[src/rtl/btb_pkg.sv]
// Shared constants, entry field layout and helper functions for the 2-way BTB controller.
package btb_pkg;

    localparam int unsigned BTB_SETS    = 8;
    localparam int unsigned BTB_INDEX_W = 3;
    localparam int unsigned BTB_TAG_W   = 27;

    localparam int unsigned ENTRY_W = 64;
    localparam int unsigned SET_W   = 2 * ENTRY_W;

    localparam int unsigned VALID_BIT = 63;
    localparam int unsigned TAG_MSB   = 62;
    localparam int unsigned TAG_LSB   = 36;
    localparam int unsigned TGT_MSB   = 35;
    localparam int unsigned TGT_LSB   = 4;
    localparam int unsigned ST_MSB    = 3;
    localparam int unsigned ST_LSB    = 2;

    localparam logic [1:0] SNT = 2'b00;
    localparam logic [1:0] WNT = 2'b01;
    localparam logic [1:0] WT  = 2'b10;
    localparam logic [1:0] ST  = 2'b11;

    typedef enum logic [1:0] {
        FSM_INIT   = 2'd0,
        FSM_IDLE   = 2'd1,
        FSM_UPD_RD = 2'd2,
        FSM_UPD_WR = 2'd3
    } fsm_e;

    // Way 0 lives in the upper half of a set, way 1 in the lower half.
    function automatic logic [ENTRY_W-1:0] get_way(input logic [SET_W-1:0] s, input logic way);
        return way ? s[ENTRY_W-1:0] : s[SET_W-1:ENTRY_W];
    endfunction

    // Returns {hit, hit_way}.
    function automatic logic [1:0] set_hit(input logic [SET_W-1:0] s,
                                           input logic [BTB_TAG_W-1:0] tag);
        logic h0;
        logic h1;
        h0 = s[ENTRY_W + VALID_BIT] && (s[ENTRY_W + TAG_MSB -: BTB_TAG_W] == tag);
        h1 = s[VALID_BIT] && (s[TAG_MSB -: BTB_TAG_W] == tag);
        return {h0 | h1, !h0 && h1};
    endfunction

    function automatic logic [1:0] sat_state(input logic [1:0] s, input logic taken);
        if (taken) begin
            return (s == ST) ? ST : s + 2'd1;
        end
        return (s == SNT) ? SNT : s - 2'd1;
    endfunction

endpackage

[src/rtl/btb_entry_merge.sv]
// Combinational merge of a resolved branch into one BTB set: hit update or victim allocation.
module btb_entry_merge
    import btb_pkg::*;
(
    input  logic [SET_W-1:0]     old_set,
    input  logic [BTB_TAG_W-1:0] tag,
    input  logic                 taken,
    input  logic [31:0]          target,
    input  logic                 lru,
    output logic [SET_W-1:0]     new_set,
    output logic                 we,
    output logic                 way
);

    logic [1:0]         hit_info;
    logic [ENTRY_W-1:0] e0;
    logic [ENTRY_W-1:0] e1;
    logic [ENTRY_W-1:0] old_e;
    logic [ENTRY_W-1:0] new_e;

    always_comb begin
        hit_info = set_hit(old_set, tag);
        e0       = get_way(old_set, 1'b0);
        e1       = get_way(old_set, 1'b1);
        old_e    = '0;
        new_e    = '0;
        we       = 1'b0;
        way      = 1'b0;
        new_set  = old_set;
        if (hit_info[1]) begin
            way   = hit_info[0];
            old_e = way ? e1 : e0;
            new_e = old_e;
            new_e[ST_MSB:ST_LSB] = sat_state(old_e[ST_MSB:ST_LSB], taken);
            if (taken) begin
                new_e[TGT_MSB:TGT_LSB] = target;
            end
            we = 1'b1;
        end else if (taken) begin
            // Prefer an empty way (way 0 first); otherwise evict the least recently used.
            if (!e0[VALID_BIT]) begin
                way = 1'b0;
            end else if (!e1[VALID_BIT]) begin
                way = 1'b1;
            end else begin
                way = !lru;
            end
            new_e[VALID_BIT]       = 1'b1;
            new_e[TAG_MSB:TAG_LSB] = tag;
            new_e[TGT_MSB:TGT_LSB] = target;
            new_e[ST_MSB:ST_LSB]   = WT;
            we = 1'b1;
        end
        if (way) begin
            new_set[ENTRY_W-1:0] = new_e;
        end else begin
            new_set[SET_W-1:ENTRY_W] = new_e;
        end
    end

endmodule

[src/rtl/btb_ctrl.sv]
// BTB sequencing controller: array init, registered lookups and read-modify-write updates.
module btb_ctrl
    import btb_pkg::*;
#(
    parameter int unsigned SETS    = BTB_SETS,
    parameter int unsigned INDEX_W = BTB_INDEX_W,
    parameter int unsigned TAG_W   = BTB_TAG_W
) (
    input  logic        clk,
    input  logic        rst,
    input  logic        flush,
    input  logic        lookup_valid,
    input  logic [31:0] lookup_pc,
    output logic        lookup_ready,
    output logic        pred_valid,
    output logic        pred_taken,
    output logic [31:0] pred_target,
    input  logic        upd_valid,
    output logic        upd_ready,
    input  logic [31:0] upd_pc,
    input  logic        upd_taken,
    input  logic [31:0] upd_target,
    output logic        busy
);

    logic [SET_W-1:0]   set_mem [SETS];
    logic [SETS-1:0]    lru_q;
    fsm_e               state_q, state_d;
    logic [INDEX_W-1:0] cnt_q, cnt_d;

    logic [INDEX_W-1:0] upd_idx_q;
    logic [TAG_W-1:0]   upd_tag_q;
    logic               upd_taken_q;
    logic [31:0]        upd_target_q;
    logic [SET_W-1:0]   wr_set_q;
    logic               wr_way_q;

    logic [SET_W-1:0]   mrg_set;
    logic               mrg_we;
    logic               mrg_way;

    logic [INDEX_W-1:0] lk_idx;
    logic [TAG_W-1:0]   lk_tag;
    logic [1:0]         lk_hit;
    logic [ENTRY_W-1:0] lk_entry;
    logic               lk_accept;
    logic               unused_bits;

    assign lookup_ready = (state_q == FSM_IDLE) || (state_q == FSM_UPD_RD);
    assign upd_ready    = (state_q == FSM_IDLE);
    assign busy         = (state_q != FSM_IDLE);

    assign lk_idx    = lookup_pc[INDEX_W+1:2];
    assign lk_tag    = lookup_pc[31:INDEX_W+2];
    assign lk_hit    = set_hit(set_mem[lk_idx], lk_tag);
    assign lk_entry  = get_way(set_mem[lk_idx], lk_hit[0]);
    assign lk_accept = lookup_valid && lookup_ready;

    assign unused_bits = ^{lookup_pc[1:0], upd_pc[1:0], lk_entry[ENTRY_W-1:TGT_MSB+1],
                           lk_entry[ST_LSB:0]};

    btb_entry_merge u_merge (
        .old_set (set_mem[upd_idx_q]),
        .tag     (upd_tag_q),
        .taken   (upd_taken_q),
        .target  (upd_target_q),
        .lru     (lru_q[upd_idx_q]),
        .new_set (mrg_set),
        .we      (mrg_we),
        .way     (mrg_way)
    );

    always_comb begin
        state_d = state_q;
        cnt_d   = cnt_q;
        unique case (state_q)
            FSM_INIT: begin
                cnt_d = cnt_q + INDEX_W'(1);
                if (cnt_q == INDEX_W'(SETS - 1)) begin
                    state_d = FSM_IDLE;
                end
            end
            FSM_IDLE:   if (upd_valid) state_d = FSM_UPD_RD;
            FSM_UPD_RD: state_d = mrg_we ? FSM_UPD_WR : FSM_IDLE;
            FSM_UPD_WR: state_d = FSM_IDLE;
            default:    state_d = FSM_INIT;
        endcase
        if (flush) begin
            state_d = FSM_INIT;
            cnt_d   = '0;
        end
    end

    always_ff @(posedge clk) begin
        if (rst) begin
            state_q <= FSM_INIT;
            cnt_q   <= '0;
        end else begin
            state_q <= state_d;
            cnt_q   <= cnt_d;
        end
    end

    always_ff @(posedge clk) begin
        if (state_q == FSM_IDLE && upd_valid) begin
            upd_idx_q    <= upd_pc[INDEX_W+1:2];
            upd_tag_q    <= upd_pc[31:INDEX_W+2];
            upd_taken_q  <= upd_taken;
            upd_target_q <= upd_target;
        end
        if (state_q == FSM_UPD_RD) begin
            wr_set_q <= mrg_set;
            wr_way_q <= mrg_way;
        end
    end

    // Update write comes last so it wins any LRU collision with a lookup hit.
    always_ff @(posedge clk) begin
        if (!rst) begin
            if (state_q == FSM_INIT) begin
                set_mem[cnt_q] <= '0;
                lru_q[cnt_q]   <= 1'b0;
            end
            if (lk_accept && lk_hit[1]) begin
                lru_q[lk_idx] <= lk_hit[0];
            end
            if (state_q == FSM_UPD_WR && !flush) begin
                set_mem[upd_idx_q] <= wr_set_q;
                lru_q[upd_idx_q]   <= wr_way_q;
            end
        end
    end

    always_ff @(posedge clk) begin
        if (rst) begin
            pred_valid  <= 1'b0;
            pred_taken  <= 1'b0;
            pred_target <= '0;
        end else begin
            pred_valid  <= lk_accept && lk_hit[1];
            pred_taken  <= lk_accept && lk_hit[1] && lk_entry[ST_MSB];
            pred_target <= (lk_accept && lk_hit[1]) ? lk_entry[TGT_MSB:TGT_LSB] : '0;
        end
    end

endmodule
[config.mk]
export PLATFORM = sky130hd
export DESIGN_NAME = btb_ctrl
export DESIGN_NICKNAME = d
export VERILOG_FILES = /design/src/rtl/btb_pkg.sv /design/src/rtl/btb_entry_merge.sv /design/src/rtl/btb_ctrl.sv
export SDC_FILE = /design/constraint.sdc
export NUM_CORES = 2
export LEC_CHECK = 0
export BUFFER_PORTS_ARGS = -buffer_cell sky130_fd_sc_hd__buf_2
export CAP_MARGIN = 20
export CELL_PAD_IN_SITES_DETAIL_PLACEMENT = 1
export CELL_PAD_IN_SITES_GLOBAL_PLACEMENT = 1
export CORE_AREA = 5 5 331 333
export CTS_BUF_LIST = sky130_fd_sc_hd__clkbuf_16
export CTS_CLUSTER_DIAMETER = 60
export DETAILED_ROUTE_END_ITERATION = 8
export DIE_AREA = 0 0 336 338
export PLACE_DENSITY_LB_ADDON = 0.15
export SLEW_MARGIN = 20
export SYNTH_ARGS = -nofsm -noshare
export SYNTH_HDL_FRONTEND = slang
export SYNTH_HIERARCHICAL = 1
export SYNTH_SLANG_ARGS = --single-unit
export TNS_END_PERCENT = 50
[constraint.sdc]
create_clock -name clk -period 9 [get_ports clk]
set_input_delay 1.35 -clock clk [delete_from_list [all_inputs] [get_ports clk]]
set_output_delay 1.35 -clock clk [all_outputs]
set_load 0.02 [all_outputs]
==> flow_summary.ini <==
[logic_synthesis]
avgSynthCellArea_sq_um = 16.99
yosysWarnings = 6
post_synth_instance_area_sq_um = 56570
syn-num-nets = 3438
syn-instance-count = 3329

[outcome]
status = complete, no violations

[place]
place_congestion = 0.9274
place_inst = 4721
hpwl_um = 107700
portBuffers = 134

[timing]
tightest_slew_ps = 1267
period_needed_ps = 5987
setup_viol = 0
finalHoldViolCount = 0
fmaxAchievable_ghz = 0.1670
grt_setup_unrepaired = no
drv_slew = 0
finalSetupTns_ps = 0
min_period_over_period = 0.6652
fin_skew_ps = 31.23
slew_headroom = 0.1555

[clock_network]
ctsHoldBuffers = 0
post_cts_buffers = 0
clock_path_buffers = 3
root_buffer = clkbuf_16
cts_resized = 0
clock-sinks = 1230
cts_tree = done
htreeDepth = 4
clk_latency_ps = 760
numCtsBuffers = 137
path_clk_slew_ps = 60

[floorplanning]
die_h_um = 338
dieArea_sq_um = 113600
placement_rows = 120
start_util = 0.5321
coreArea_sq_um = 106300
ios = 139
die_w_um = 336

[detailed_routing]
vias_per_cell = 7.052
drtIter0Drc = 3520
vias = 35000
ant_nets = 0
drc = 0
wl_per_cell_um = 37.15
wirelength_um = 184400
firstDrtPassIters = 7

[power_and_ir_drop]
fin_total_pwr_mw = 12.40
p_int_mw = 9.696
p_comb_frac = 0.047
clockPowerShare = 0.445
power.switching_mw = 2.703
swShare = 0.2180
p_leak_nw = 20.10
ir_drop_mv = 0.1766
p_seq_frac = 0.508
power_density_nw_per_um2 = 195.6

[setup_path]
cp_max_fo = 33
cp.required_ps = 9590
start_kind = flip-flop
worstSetupPathType = flip-flop to flip-flop
arrival_ps = 6580
endpoint_kind = flip-flop

[finish]
drive_gt1_frac = 0.2877
final_nets = 3566
instances_no_fill = 4963
final_common_cell = edfxtp_1
layout_common_cells = 1188 x edfxtp_1, 311 x mux4_2, 238 x mux2_2
syn2layout_area_growth_pct = 12.05

[global_routing]
grt_pass1_wl_um = 265100
grt_max_degree = 131
antenna_found_initial = 5
grt_overflow = 0
grt_pass1_vias = 37410
grt_use_total = 0.3236

[job]
max-cap-violations = 0

[worst_hold_path]
hp-class = flip-flop to flip-flop
## worst max-delay path: stages (launching register included)
cell and delay (ps):
dfxtp_4 790, buf_4 530, mux4_2 570, mux2_2 300
xnor2_1 560, nand4_1 170, nor4_1 790, nand3_4 840
o31ai_4 240, buf_4 680, a32o_1 240
## stage by stage
step	setup slack (ps)	util	area (sq um)	hold WS, ps
final	3013	0.5963	63380	569.0
after CTS	3123	0.5962	63380	573.2
after detailed placement	2486	0.5548	58980	560.1
after floorplan	901.8	-	56570	531.4
after global routing	2891	0.5962	63380	595.7
after global placement	2475	0.5546	58950	557.9
## power groups by stage
| stage | clock, mW | combinational, mW | sequential [mW] |
|---|---|---|---|
| floorplan | 0 | 0.336 | 6.42 |
| global route | 5.85 | 0.598 | 6.30 |
| CTS | 5.59 | 0.570 | 6.30 |
| detailed placement | 0 | 0.565 | 6.42 |
| global placement | 0 | 0.555 | 6.41 |
| finish | 5.52 | 0.577 | 6.30 |
## routing by layer
| metal | routed length [um] | up-vias | global-route usage | share of wire |
|---|---|---|---|---|
| met1 | 69050 | 18730 | 0.4073 | 0.37 |
| li1 | - | 13980 | - | - |
| met5 | 43 | - | 0 | 0.00023 |
| met2 | 92160 | 1815 | 0.5545 | 0.50 |
| met3 | 13500 | 471 | 0.05402 | 0.073 |
| met4 | 9620 | 6 | 0.1512 | 0.052 |
## registers in the layout, indices dropped and copies added, names as in the netlist, named ones only
| name | cells |
|---|---|
| set_mem | 992 |
| wr_set_q | 124 |
| pred_target | 32 |
| upd_target_q | 32 |
| upd_tag_q | 27 |
| lru_q | 8 |
| cnt_q | 3 |
| upd_idx_q | 3 |
| state_q | 2 |
| pred_taken | 1 |
| pred_valid | 1 |
| upd_taken_q | 1 |
| wr_way_q | 1 |
## worst paths after layout
check	start	endpoint	slack (ps)	cells after the start
setup reg to reg	flip-flop	wr_set_q[75]$_DFFE_PN_	3010	10
hold / removal	upd_target_q[30]$_DFFE_PP_	wr_set_q[98]$_DFFE_PN_	570	1
setup / recovery	flip-flop	wr_set_q[75]$_DFFE_PN_	3010	10
hold reg to reg	upd_target_q[30]$_DFFE_PP_	wr_set_q[98]$_DFFE_PN_	570	1
## cell type report
cell class | count | area (sq um)
antenna | 1 | 2.502
fill | 9331 | 42920
clock inverter | 96 | 778.2
multi-input combinational | 1825 | 19060
inverter | 45 | 171.4
tap | 1403 | 1755
timing repair buffer | 218 | 1465
sequential | 1230 | 36530
clock buffer | 145 | 3628
Power figures use the tool's default switching activity.
